<file path="src/rtl/idu_pipe.sv">
// idu_pipe: registered RV32I/RV32E/RV64I decode stage with a 2-entry skid buffer.
// Optional feature macro IDU_STATS_EN adds saturating decoded/illegal counters.
module idu_pipe #(
    parameter int XLEN  = 32,
    parameter int NREGS = 32,
    parameter int PCW   = 32
) (
    input  logic            clk,
    input  logic            rst_n,
    input  logic            flush,
    input  logic            in_valid,
    output logic            in_ready,
    input  logic [31:0]     in_inst,
    input  logic [PCW-1:0]  in_pc,
    output logic            out_valid,
    input  logic            out_ready,
    output logic [PCW-1:0]  out_pc,
    output logic [6:0]      out_opcode,
    output logic [2:0]      out_func3,
    output logic            out_func7b5,
    output logic [4:0]      out_rs1,
    output logic [4:0]      out_rs2,
    output logic [4:0]      out_rd,
    output logic [XLEN-1:0] out_imm,
    output logic            out_regen,
    output logic            out_pcjen,
    output logic            out_pcren,
    output logic            out_memren,
    output logic            out_memwen,
    output logic            out_illegal
`ifdef IDU_STATS_EN
    ,
    output logic [31:0]     stat_decoded,
    output logic [31:0]     stat_illegal
`endif
);

    typedef enum logic [2:0] {FMT_R, FMT_I, FMT_S, FMT_B, FMT_U, FMT_J, FMT_NONE} fmt_e;
    typedef enum logic [1:0] {EMPTY = 2'd0, ONE = 2'd1, TWO = 2'd2} state_e;

    typedef struct packed {
        logic [PCW-1:0]  pc;
        logic [6:0]      opcode;
        logic [2:0]      func3;
        logic            func7b5;
        logic [4:0]      rs1;
        logic [4:0]      rs2;
        logic [4:0]      rd;
        logic [XLEN-1:0] imm;
        logic            regen;
        logic            pcjen;
        logic            pcren;
        logic            memren;
        logic            memwen;
        logic            illegal;
    } entry_t;

    localparam logic [5:0] NREGS_L = 6'(NREGS);

    fmt_e               fmt;
    logic               en_regen, en_pcjen, en_pcren, en_memren, en_memwen;
    logic               bad_func3;
    logic               use_rs1, use_rs2, use_rd;
    logic               bad_reg;
    logic signed [31:0] imm32;
    entry_t             dec;

    // NOTE: every always_comb output gets a default first so no latch is inferred.
    always_comb begin
        fmt       = FMT_NONE;
        en_regen  = 1'b0;
        en_pcjen  = 1'b0;
        en_pcren  = 1'b0;
        en_memren = 1'b0;
        en_memwen = 1'b0;
        bad_func3 = 1'b0;
        case (in_inst[6:0])
            7'b0110111, 7'b0010111: begin
                fmt      = FMT_U;
                en_regen = 1'b1;
            end
            7'b1101111: begin
                fmt      = FMT_J;
                en_regen = 1'b1;
                en_pcjen = 1'b1;
            end
            7'b1100111: begin
                fmt       = FMT_I;
                en_regen  = 1'b1;
                en_pcjen  = 1'b1;
                en_pcren  = 1'b1;
                bad_func3 = (in_inst[14:12] != 3'b000);
            end
            7'b1100011: fmt = FMT_B;
            7'b0000011: begin
                fmt       = FMT_I;
                en_regen  = 1'b1;
                en_memren = 1'b1;
            end
            7'b0100011: begin
                fmt       = FMT_S;
                en_memwen = 1'b1;
            end
            7'b0010011: begin
                fmt      = FMT_I;
                en_regen = 1'b1;
            end
            7'b0110011: begin
                fmt      = FMT_R;
                en_regen = 1'b1;
            end
            7'b1110011: fmt = FMT_I;
            7'b0011011: begin
                if (XLEN == 64) begin
                    fmt      = FMT_I;
                    en_regen = 1'b1;
                end
            end
            7'b0111011: begin
                if (XLEN == 64) begin
                    fmt      = FMT_R;
                    en_regen = 1'b1;
                end
            end
            default: fmt = FMT_NONE;
        endcase
    end

    always_comb begin
        use_rs1 = fmt inside {FMT_R, FMT_I, FMT_S, FMT_B};
        use_rs2 = fmt inside {FMT_R, FMT_S, FMT_B};
        use_rd  = fmt inside {FMT_R, FMT_I, FMT_U, FMT_J};
        case (fmt)
            FMT_I:   imm32 = {{20{in_inst[31]}}, in_inst[31:20]};
            FMT_S:   imm32 = {{20{in_inst[31]}}, in_inst[31:25], in_inst[11:7]};
            FMT_B:   imm32 = {{19{in_inst[31]}}, in_inst[31], in_inst[7], in_inst[30:25],
                              in_inst[11:8], 1'b0};
            FMT_U:   imm32 = {in_inst[31:12], 12'b0};
            FMT_J:   imm32 = {{11{in_inst[31]}}, in_inst[31], in_inst[19:12], in_inst[20],
                              in_inst[30:21], 1'b0};
            default: imm32 = '0;
        endcase
    end

    always_comb begin
        dec         = '0;
        dec.pc      = in_pc;
        dec.opcode  = in_inst[6:0];
        dec.func3   = in_inst[14:12];
        dec.func7b5 = in_inst[30];
        dec.rs1     = use_rs1 ? in_inst[19:15] : 5'd0;
        dec.rs2     = use_rs2 ? in_inst[24:20] : 5'd0;
        dec.rd      = use_rd  ? in_inst[11:7]  : 5'd0;
        dec.imm     = XLEN'(imm32);
        bad_reg     = (use_rs1 && ({1'b0, in_inst[19:15]} >= NREGS_L))
                   || (use_rs2 && ({1'b0, in_inst[24:20]} >= NREGS_L))
                   || (use_rd  && ({1'b0, in_inst[11:7]}  >= NREGS_L));
        dec.illegal = (fmt == FMT_NONE) || (in_inst[1:0] != 2'b11) || bad_func3 || bad_reg;
        dec.regen   = en_regen  && !dec.illegal;
        dec.pcjen   = en_pcjen  && !dec.illegal;
        dec.pcren   = en_pcren  && !dec.illegal;
        dec.memren  = en_memren && !dec.illegal;
        dec.memwen  = en_memwen && !dec.illegal;
    end

    // Skid buffer: head_q always drives the outputs, tail_q only holds the second entry.
    state_e state_q, state_d;
    entry_t head_q, head_d, tail_q, tail_d;
    logic   in_ready_q, in_ready_d;
    logic   accept, emit;

    assign in_ready  = in_ready_q && !flush;
    assign out_valid = (state_q != EMPTY);
    assign accept    = in_valid && in_ready;
    assign emit      = out_valid && out_ready;

    always_comb begin
        state_d = state_q;
        head_d  = head_q;
        tail_d  = tail_q;
        case (state_q)
            EMPTY: begin
                if (accept) begin
                    head_d  = dec;
                    state_d = ONE;
                end
            end
            ONE: begin
                if (accept && emit) begin
                    head_d = dec;
                end else if (accept) begin
                    tail_d  = dec;
                    state_d = TWO;
                end else if (emit) begin
                    state_d = EMPTY;
                end
            end
            TWO: begin
                if (emit) begin
                    head_d  = tail_q;
                    state_d = ONE;
                end
            end
            default: state_d = EMPTY;
        endcase
        if (flush) state_d = EMPTY;
        in_ready_d = (state_d != TWO);
    end

    // NOTE: sequential state uses non-blocking assignments only.
    // NOTE: payload storage is reset too, because outputs must read zero out of reset.
    always_ff @(posedge clk) begin
        if (!rst_n) begin
            state_q    <= EMPTY;
            in_ready_q <= 1'b0;
            head_q     <= '0;
            tail_q     <= '0;
        end else begin
            state_q    <= state_d;
            in_ready_q <= in_ready_d;
            head_q     <= head_d;
            tail_q     <= tail_d;
        end
    end

    assign out_pc      = head_q.pc;
    assign out_opcode  = head_q.opcode;
    assign out_func3   = head_q.func3;
    assign out_func7b5 = head_q.func7b5;
    assign out_rs1     = head_q.rs1;
    assign out_rs2     = head_q.rs2;
    assign out_rd      = head_q.rd;
    assign out_imm     = head_q.imm;
    assign out_regen   = head_q.regen;
    assign out_pcjen   = head_q.pcjen;
    assign out_pcren   = head_q.pcren;
    assign out_memren  = head_q.memren;
    assign out_memwen  = head_q.memwen;
    assign out_illegal = head_q.illegal;

`ifdef IDU_STATS_EN
    logic [31:0] stat_decoded_q, stat_decoded_d;
    logic [31:0] stat_illegal_q, stat_illegal_d;

    // Counters survive flush; an emit in a flush cycle still completed downstream.
    always_comb begin
        stat_decoded_d = stat_decoded_q;
        stat_illegal_d = stat_illegal_q;
        if (emit && (stat_decoded_q != '1)) stat_decoded_d = stat_decoded_q + 32'd1;
        if (emit && head_q.illegal && (stat_illegal_q != '1))
            stat_illegal_d = stat_illegal_q + 32'd1;
    end

    always_ff @(posedge clk) begin
        if (!rst_n) begin
            stat_decoded_q <= '0;
            stat_illegal_q <= '0;
        end else begin
            stat_decoded_q <= stat_decoded_d;
            stat_illegal_q <= stat_illegal_d;
        end
    end

    assign stat_decoded = stat_decoded_q;
    assign stat_illegal = stat_illegal_q;
`endif

endmodule

</file>
<file path="config.mk">
export PLATFORM = sky130hd
export DESIGN_NAME = idu_pipe
export DESIGN_NICKNAME = d
export VERILOG_FILES = /design/src/rtl/idu_pipe.sv
export SDC_FILE = /design/constraint.sdc
export NUM_CORES = 1
export LEC_CHECK = 0
export ABC_AREA = 1
export CORE_ASPECT_RATIO = 0.8
export CORE_MARGIN = 5
export CORE_UTILIZATION = 40
export DETAILED_ROUTE_END_ITERATION = 6
export PLACE_DENSITY_LB_ADDON = 0.05
export SLEW_MARGIN = 20
export SYNTH_ARGS = -nofsm -noshare
export SYNTH_HDL_FRONTEND = slang
export SYNTH_SLANG_ARGS = --single-unit
</file>
<file path="constraint.sdc">
create_clock -name clk -period 3.1 [get_ports clk]
set_input_delay 0.62 -clock clk [delete_from_list [all_inputs] [get_ports clk]]
set_output_delay 0.62 -clock clk [all_outputs]
set_load 0.02 [all_outputs]
</file>
==> results.toml <==
[timing]
report.final.setup_viol = 0
finalSetupTns_ns = 0
final_max_slew_viol_count = 0
timing.slew.headroom_pct = 46.3
timing_hold_violations_final = 0
hold-worst-slack_ns = 0.444
fin_crit_ns = 2.42
fin_worst_skew_ns = 0.00722
final.period_utilization_pct = 77.9
grt_setup_unrepaired = "no"
maxClockFrequency_ghz = 0.414
tightest_slew_ns = 0.806

[route]
route.final.wire_length_um = 24900
drt.antenna.violating_nets = 0
first_iter_violations = 710
wire_per_inst_um = 15.7
number_of_iterations_in_the_first_detailed_routing_pass = 5
vias_per_cell = 5.14
detail_route.drc_violations = 0
dr_total_vias = 8130

[finish]
antennaDiodeCount = 0
drive_gt1_share_pct = 6.63
layout.filler_cells = 2079
flow.area_growth_from_synthesis_pct = 28.5
multiInputGateArea_um2 = 3840
finish.net_count = 1372
regArea_um2 = 3900
final_cell_area_um2 = 10900

[placed_design]
portBuffers = 166
hpwlAfterDp_um = 16000
place_congestion = 0.895
cell_area_placed_um2 = 10300

[power]
power.density_cell_area_nw_per_um2 = 494
vdd.ir_drop.worst_mv = 0.326
leakagePower_uw = 0.00464
final_power_uw = 5410

[cts]
cts.htree.levels = 4
cts-hold-fix-buffers = 0
clock_latency_late_sink_ns = 0.43
number_of_clock_buffers_inserted_by_tritoncts = 17
clock_tree.buffer_depth = 2
cts_root_buffer = "sky130_fd_sc_hd__clkbuf_16"
post_cts.repair.setup_buffers = 0
cts.reportedPaths.clkPinSlew_ns = 0.07
cts-resized-gates = 0
numClockSinks = 195
tritoncts = "yes"

[synth]
yosysSeqAreaShare_pct = 45.8
postSynthAreaPerCell_um2 = 7.15
synth-warning-count = 0
netlist-cell-type-count = 29
synthesis.instances = 1191
ys_seq_elements = 195
syn-cell-area_um2 = 8520
postSynthNetCount = 1260

[worst_setup_path]
cp.arrival_ns = 1.80
r2r-end = "out_opcode[4]$_SDFFE_PN0P_"
worst_r2r_path_depth = 10
critical_path_class = "in -> out"
reg2reg_slack_ns = 1.25
startpoint_type = "input pin"
required_ns = 2.48
worst_r2r_startpoint = "in_ready_q$_SDFF_PN0_"
crit_path_max_fanout = 2
worst_setup_path_end_kind = "primary output"

[floorplan]
die_height_um = 141
dieArea_um2 = 24300
die_width_um = 173
core_um2 = 20800
floorplan.rows = 47
io-pin-count = 167
initial_utilization_pct = 40.9

[worst_hold_path]
hold_class = "reg -> reg"
timing.hold.worst_path_depth = 2
whs_endpoint = "tail_q[77]$_SDFFE_PN0P_"
timing.hold.worst.start = "tail_q[77]$_SDFFE_PN0P_"

[global_route]
global_route.overflow_total = 0
grt_antenna_before_repair = 0
grt_start_max_net_pins = 103
grt_util_all_layers_pct = 19.9
vias_in_the_first_global_route = 7321
grt_pass1_wl_um = 39900

[run_status]
outcome = "finished, final reports clean"

[flow_run]
max_cap_violations = 0
-- critical path, stage by stage --
cell	delay (ns)
sky130_fd_sc_hd__clkdlybuf4s50_1	0.42
sky130_fd_sc_hd__nor2_1	0.13
sky130_fd_sc_hd__clkdlybuf4s50_1	0.62
-- worst max-delay path by stage --
stage	start	end	slack [ns]	depth (start not counted)
floorplan	flush	out_imm[5]$_SDFFE_PN0P_	1.09	9
global placement	in_inst[1]	out_imm[27]$_SDFFE_PN0P_	0.51	12
finish	flush	in_ready	0.68	3
CTS	flush	in_ready	0.68	3
detailed placement	in_inst[1]	out_imm[20]$_SDFFE_PN0P_	0.42	12
global route	flush	in_ready	0.60	3
-- layer usage --
metal  global-route usage (%)  vias up  routed length, um
met5                        0        -                  0
met4                     4.41        0                211
met3                     5.06       14               1480
met2                     29.8      204              10600
met1                     29.1     3743              12600
li1                         -     4169                  -
-- metrics by stage --
step | cells | setup WS, ns | util (%)
final | 1581 | 0.685 | 52.6
after global routing | 1581 | 0.597 | 52.6
after CTS | 1581 | 0.679 | 52.6
after detailed placement | 1553 | 0.424 | 49.7
after global placement | 1553 | 0.505 | 49.7
after floorplan | 1191 | 1.09 | -
-- cell usage in the layout (no fill, tap or decap), drive strengths merged, types with 4 or more instances in the layout --
cell type      instances
buf                   22
nor2                 139
o211ai                28
a21oi                131
dfxtp                195
o21ai                142
nand4                 17
o22ai                  4
nand2                236
nand3                 54
clkdlybuf4s50        165
a31o                   6
a31oi                 43
clkbuf                19
bufinv                 4
inv                  100
-- area by class of cell --
cell class                      instances  share of cell area (%)
Timing Repair Buffer                  187                    17.3
Tap cell                              269                    3.08
Sequential cell                       195                    35.7
Clock buffer                           19                    4.05
Inverter                               98                    3.38
Multi-Input combinational cell        804                    35.1
Clock inverter                          9                    1.42
-- state kept, by name, indices dropped and copies added, names as in the netlist, 3 cells and up --
name	flops
out_rs1	5
out_func3	3
tail_q	96
out_pc	32
out_imm	32
out_rs2	5
out_opcode	7
out_rd	5
-- cells in the mapped netlist (all sizes together) --
cell    count  area (um^2)
a31oi      43          269
nand3      54          288
nor2      139          559
o21ai     142          711
o22ai       4         25.0
buf        35          198
nand2     236          921
o21a        1         7.51
o211ai     28          210
dfxtp     195         3900
nor3        2         10.0
a31o        6         52.6
inv        98          368
clkbuf     59          221
o31ai       1         7.51
a21oi     131          659
nand4      17          106
-- power breakdown --
group	switching (uW)	internal [uW]	leakage, uW
clock	968	1360	0.000291
sequential	25.4	2550	0.00158
combinational	281	223	0.00277
-- logic make-up (layout without fill, tap and decap cells) --
family / after synthesis / in the layout / share of synthesized area (%)
flops: 195 / 195 / 45.8
simple gates: 448 / 448 / 22.1
compound gates: 356 / 356 / 22.8
buf+inv: 192 / 313 / 9.24
Power figures use the tool's default switching activity.
